$ cat config.mk
export PLATFORM = sky130hd
export DESIGN_NAME = avalon_mm_debug_master
export DESIGN_NICKNAME = d
export VERILOG_FILES = /design/src/rtl/debug_pkg.sv /design/src/rtl/avalon_mm_debug_master.sv
export SDC_FILE = /design/constraint.sdc
export NUM_CORES = 1
export LEC_CHECK = 0
export ABC_AREA = 1
export BUFFER_PORTS_ARGS = -buffer_cell sky130_fd_sc_hd__buf_2
export CORE_ASPECT_RATIO = 1.75
export CORE_MARGIN = 3
export CORE_UTILIZATION = 45
export CTS_CLUSTER_DIAMETER = 150
export DETAILED_ROUTE_END_ITERATION = 12
export PLACE_DENSITY = 0.72
export RECOVER_POWER = 100
export SLEW_MARGIN = 20
export SYNTH_ARGS = -nofsm -noshare
export SYNTH_HDL_FRONTEND = slang
export SYNTH_SLANG_ARGS = --single-unit
$ cat constraint.sdc
create_clock -name CLK -period 4.4 [get_ports CLK]
set_input_delay 0.88 -clock CLK [delete_from_list [all_inputs] [get_ports CLK]]
set_output_delay 0.88 -clock CLK [all_outputs]
set_load 0.01 [all_outputs]
$ cat src/rtl/debug_pkg.sv
// Shared definitions for the debug-mode Avalon master and slave register file.
// Holds the master FSM state type, slave register map and command op codes.
package debug_pkg;

  typedef enum logic [1:0] {
    IDLE = 2'd0,
    BUS  = 2'd1,
    RLAT = 2'd2,
    RESP = 2'd3
  } state_t;

  localparam int REG_CTRL  = 0;
  localparam int REG_IADDR = 1;
  localparam int REG_EADDR = 2;
  localparam int REG_DATA  = 3;

  localparam logic OP_READ  = 1'b0;
  localparam logic OP_WRITE = 1'b1;

endpackage

$ cat src/rtl/avalon_mm_debug_master.sv
// Avalon-MM master for the debug register file: takes one host command,
// runs a single read or write honouring waitrequest and a fixed read
// latency, then returns rdata/error on a response handshake.
// Ports: CLK/RST (async, active-high); cmd_* command channel in;
// rsp_* response channel out; chipselect/address/write/writedata/read
// out and readdata/waitrequest in on the Avalon side.
module avalon_mm_debug_master
  import debug_pkg::*;
#(
  parameter int ADDR_W       = 3,
  parameter int DATA_W       = 32,
  parameter int READ_LATENCY = 1,
  parameter int TIMEOUT      = 255
) (
  input  logic              CLK,
  input  logic              RST,
  input  logic              cmd_valid,
  output logic              cmd_ready,
  input  logic              cmd_write,
  input  logic [ADDR_W-1:0] cmd_addr,
  input  logic [DATA_W-1:0] cmd_wdata,
  output logic              rsp_valid,
  input  logic              rsp_ready,
  output logic [DATA_W-1:0] rsp_rdata,
  output logic              rsp_error,
  output logic              chipselect,
  output logic [ADDR_W-1:0] address,
  output logic              write,
  output logic [DATA_W-1:0] writedata,
  output logic              read,
  input  logic [DATA_W-1:0] readdata,
  input  logic              waitrequest
);

  localparam logic [1:0] LAT_INIT =
    2'(READ_LATENCY == 0 ? 0 : READ_LATENCY - 1);
  localparam logic [15:0] TMO = 16'(TIMEOUT);

  state_t            state, state_n;
  logic              op_q, op_n;
  logic [ADDR_W-1:0] addr_q, addr_n;
  logic [DATA_W-1:0] wdata_q, wdata_n;
  logic [DATA_W-1:0] rdata_q, rdata_n;
  logic              err_q, err_n;
  logic [15:0]       wait_q, wait_n;
  logic [15:0]       wait_inc;
  logic [1:0]        lat_q, lat_n;
  logic              busy;

  // Saturating increment so a huge TIMEOUT can never wrap the count.
  assign wait_inc = (wait_q == 16'hFFFF) ? wait_q : wait_q + 16'd1;

  always_ff @(posedge CLK or posedge RST) begin
    if (RST) begin
      state   <= IDLE;
      op_q    <= OP_READ;
      addr_q  <= '0;
      wdata_q <= '0;
      rdata_q <= '0;
      err_q   <= 1'b0;
      wait_q  <= '0;
      lat_q   <= '0;
    end else begin
      state   <= state_n;
      op_q    <= op_n;
      addr_q  <= addr_n;
      wdata_q <= wdata_n;
      rdata_q <= rdata_n;
      err_q   <= err_n;
      wait_q  <= wait_n;
      lat_q   <= lat_n;
    end
  end

  always_comb begin
    state_n = state;
    op_n    = op_q;
    addr_n  = addr_q;
    wdata_n = wdata_q;
    rdata_n = rdata_q;
    err_n   = err_q;
    wait_n  = wait_q;
    lat_n   = lat_q;
    case (state)
      IDLE: begin
        if (cmd_valid) begin
          addr_n  = cmd_addr;
          wdata_n = cmd_wdata;
          op_n    = cmd_write ? OP_WRITE : OP_READ;
          wait_n  = '0;
          state_n = BUS;
        end
      end
      BUS: begin
        if (!waitrequest) begin
          if (op_q == OP_WRITE) begin
            rdata_n = '0;
            err_n   = 1'b0;
            state_n = RESP;
          end else if (READ_LATENCY == 0) begin
            rdata_n = readdata;
            err_n   = 1'b0;
            state_n = RESP;
          end else begin
            lat_n   = LAT_INIT;
            state_n = RLAT;
          end
        end else begin
          wait_n = wait_inc;
          // Abort on the edge the count reaches TIMEOUT, not one later.
          if (wait_inc >= TMO) begin
            rdata_n = '0;
            err_n   = 1'b1;
            state_n = RESP;
          end
        end
      end
      RLAT: begin
        if (lat_q == 2'd0) begin
          rdata_n = readdata;
          err_n   = 1'b0;
          state_n = RESP;
        end else begin
          lat_n = lat_q - 2'd1;
        end
      end
      RESP: begin
        if (rsp_ready) state_n = IDLE;
      end
      default: state_n = IDLE;
    endcase
  end

  // Strobes derive from state so reset clears them without a clock edge.
  assign busy       = (state == BUS);
  assign chipselect = busy;
  assign write      = busy && (op_q == OP_WRITE);
  assign read       = busy && (op_q == OP_READ);
  assign address    = addr_q;
  assign writedata  = wdata_q;
  assign rsp_valid  = (state == RESP);
  assign rsp_rdata  = rdata_q;
  assign rsp_error  = err_q;
  assign cmd_ready  = (state == IDLE) && !RST;

endmodule
==> reports/qor.yml <==
clocking:
  clock_sinks: 89
  post-cts-setup-buffers: 0
  cts_made_buffers: 9
  cts_max_level: 3
  cts_buffer_depth: 2
  insertion_delay_ns: 0.34
  post_cts_resized: 0
  cts_tree: "yes"
  ctsHoldBuffers: 0
  clockRootBuffer: "clkbuf_16"
  clk_pin_slew_worst_paths_ns: 0.06
power:
  finalPower_mw: 3.47
  p_per_area_nw_per_um2: 635
  p_leak_nw: 2.88
  max-vdd-ir-drop_uv: 655
final_layout:
  design_area_sq_um: 5460
  diodes: 0
  drive_gt1_share_pct: 20.8
  nFillCells: 899
  syn_to_final_growth_pct: 22.3
  post-route-util_pct: 57.0
  finalNetCount: 734
timing:
  setup_ws_ns: 1.48
  slew_headroom_pct: -48.6
  finalHoldViolations: 0
  period_needed_ns: 2.92
  finalSetupViolCount: 0
  worstMarginPinSlew_ns: 2.22
  fmax_mhz: 342
  skew_ns: 0.00779
  finalSetupTns_ns: 0
  fin_crit_sh_pct: 66.4
  rsz0062_at_grt: "false"
  final_max_slew_viol_count: 50
grt:
  grt_max_degree: 50
  grt_util_all_layers_pct: 19.9
  antenna_found_initial: 0
  grt-ovfl-total: 0
  grt_pass1_vias: 3754
  grt_pass1_wl_um: 17100
min_path:
  hold_class: "reg -> reg"
floorplan:
  coreArea_sq_um: 9590
  die_area_sq_um: 11200
  start_util_pct: 46.6
  die_h_um: 138
  die_x_um: 81.3
  num_io_pins: 146
  std_cell_rows: 47
setup_path:
  cp-start-kind: "flip-flop"
  critPathMaxFanout: 38
  arrival_ns: 3.20
  required_ns: 4.67
  cp-end-kind: "flip-flop"
  crit_type: "reg -> reg"
detailed_routing:
  route.vias.total: 3967
  ant_nets: 0
  drt_pass1_iterations: 4
  drc: 0
  post_drt_wl_per_cell_um: 14.1
  viasPerCell: 5.08
  drt_iter0_markers: 204
  wl_um: 11000
synthesis:
  synth_edf_count: 0
  synth_cell_type_count: 32
  ys_seq_elements: 89
  synthCells: 517
  yosys_most_used_dff: "dfrtp_1"
  ys_seq_area_share_pct: 49.8
  syn_nets: 597
  async_flop_share_pct: 100
  syn_avg_cell_area_sq_um: 8.64
  syn_area_sq_um: 4470
  yosysWarningCount: 0
run_status:
  status: "complete, but fails checks"
  violations: "max-capacitance violations, max-slew violations"
placed_design:
  dp_hpwl_um: 8110
  placedInstanceArea_sq_um: 5270
  port_buffers: 145
  place_ws_ns: 1.57
  gp_congestion: 0.885
job:
  drv_cap: 1
## flip-flops by register name, summed over array words and instances (netlist names)
signal / count
rsp_rdata: 32
writedata: 32
op_q: 1
wait_q: 16
rsp_error: 1
lat_q: 2
state: 2
address: 3
## critical path, cell delays in order, from the launching register on
cell	delay [ns]
dfrtp_1	0.42
inv_1	0.15
ha_1	0.16
clkbuf_1	1.04
inv_1	0.10
nor2_1	0.13
inv_1	0.05
buf_4	0.25
nand3_4	0.35
nand2_1	0.10
nand2_1	0.08
## synthesized netlist by cell type (2+ instances only)
master | instances | area, sq um
buf_2 | 2 | 10.0
nand3_1 | 26 | 130
xor2_1 | 4 | 35.0
nand2_1 | 156 | 586
nor2_1 | 28 | 105
inv_1 | 65 | 244
nand2_2 | 2 | 12.5
clkbuf_1 | 15 | 56.3
buf_1 | 2 | 7.51
o22ai_1 | 6 | 37.5
o21ai_0 | 15 | 75.1
mux2_2 | 36 | 405
nand4_1 | 39 | 244
ha_1 | 7 | 87.6
nand2_4 | 2 | 22.5
buf_6 | 3 | 33.8
dfrtp_1 | 89 | 2230
nor2_2 | 2 | 12.5
a21oi_1 | 5 | 25.0
## stage by stage
step,std cells,hold WS [ns]
final,781,0.473
after global routing,781,0.492
after CTS,781,0.471
after detailed placement,765,0.454
after global placement,765,0.453
after floorplan,517,0.490
## cell type report
type | instances | area [sq um] | share of cell area [%]
clock buffers | 10 | 229 | 4.19
multi-input cells | 337 | 1870 | 34.2
flip-flops and latches | 89 | 2230 | 40.8
clock inverters | 6 | 73.8 | 1.35
repair buffers | 149 | 653 | 12.0
inverters | 68 | 259 | 4.74
well taps | 122 | 153 | 2.79
## where the power goes
| group | internal, mW | switching, mW |
|---|---|---|
| clock network | 0.448 | 0.331 |
| logic | 0.505 | 0.948 |
| registers | 1.09 | 0.148 |
| total | 2.04 | 1.43 |
## worst paths after layout
kind,start,end,cells past startpoint,slack [ns]
max in group asynchronous,RST,writedata[6],3,1.53
min,rsp_rdata[27],rsp_rdata[27],2,0.47
min in group asynchronous,RST,wait_q[6],2,1.12
max,state[0],rsp_rdata[29],10,1.48
min reg2reg,rsp_rdata[27],rsp_rdata[27],2,0.47
max reg2reg,state[0],rsp_rdata[29],10,1.48
## cells in the final DEF (no fill, tap or decap), drive strengths merged
cell,n
buf,72
nor2,32
o22ai,6
bufinv,1
a21oi,5
clkbuf,87
mux2,36
inv,69
and2,1
nand3,28
clkinvlp,3
or2,1
clkinv,1
o21ai,16
nand4,39
nand2,160
xor2,4
nor3,1
ha,7
o32ai,1
dfrtp,89
## metal layers
metal  share of wire (%)  vias up  track usage (%)  wire length (um)
met5                   0        -                0                 0
met4                 3.2        0             9.40               353
met3                 5.1       30             4.06               564
met2                  54      129             36.1              6000
met1                  37     1864             21.6              4120
li1                    -     1944                -                 -
## kinds of logic after synthesis
family,count (synthesis),synth area share [%]
XOR/XNOR,4,0.784
adder cells (fa/ha/maj),7,1.96
flip-flops,89,49.8
AND/OR/NAND/NOR,262,26.6
buffers and inverters,91,8.34
multiplexers,36,9.07
AO/OA/AOI/OAI,28,3.39
Note: power is estimated with default switching activity, not from simulation.
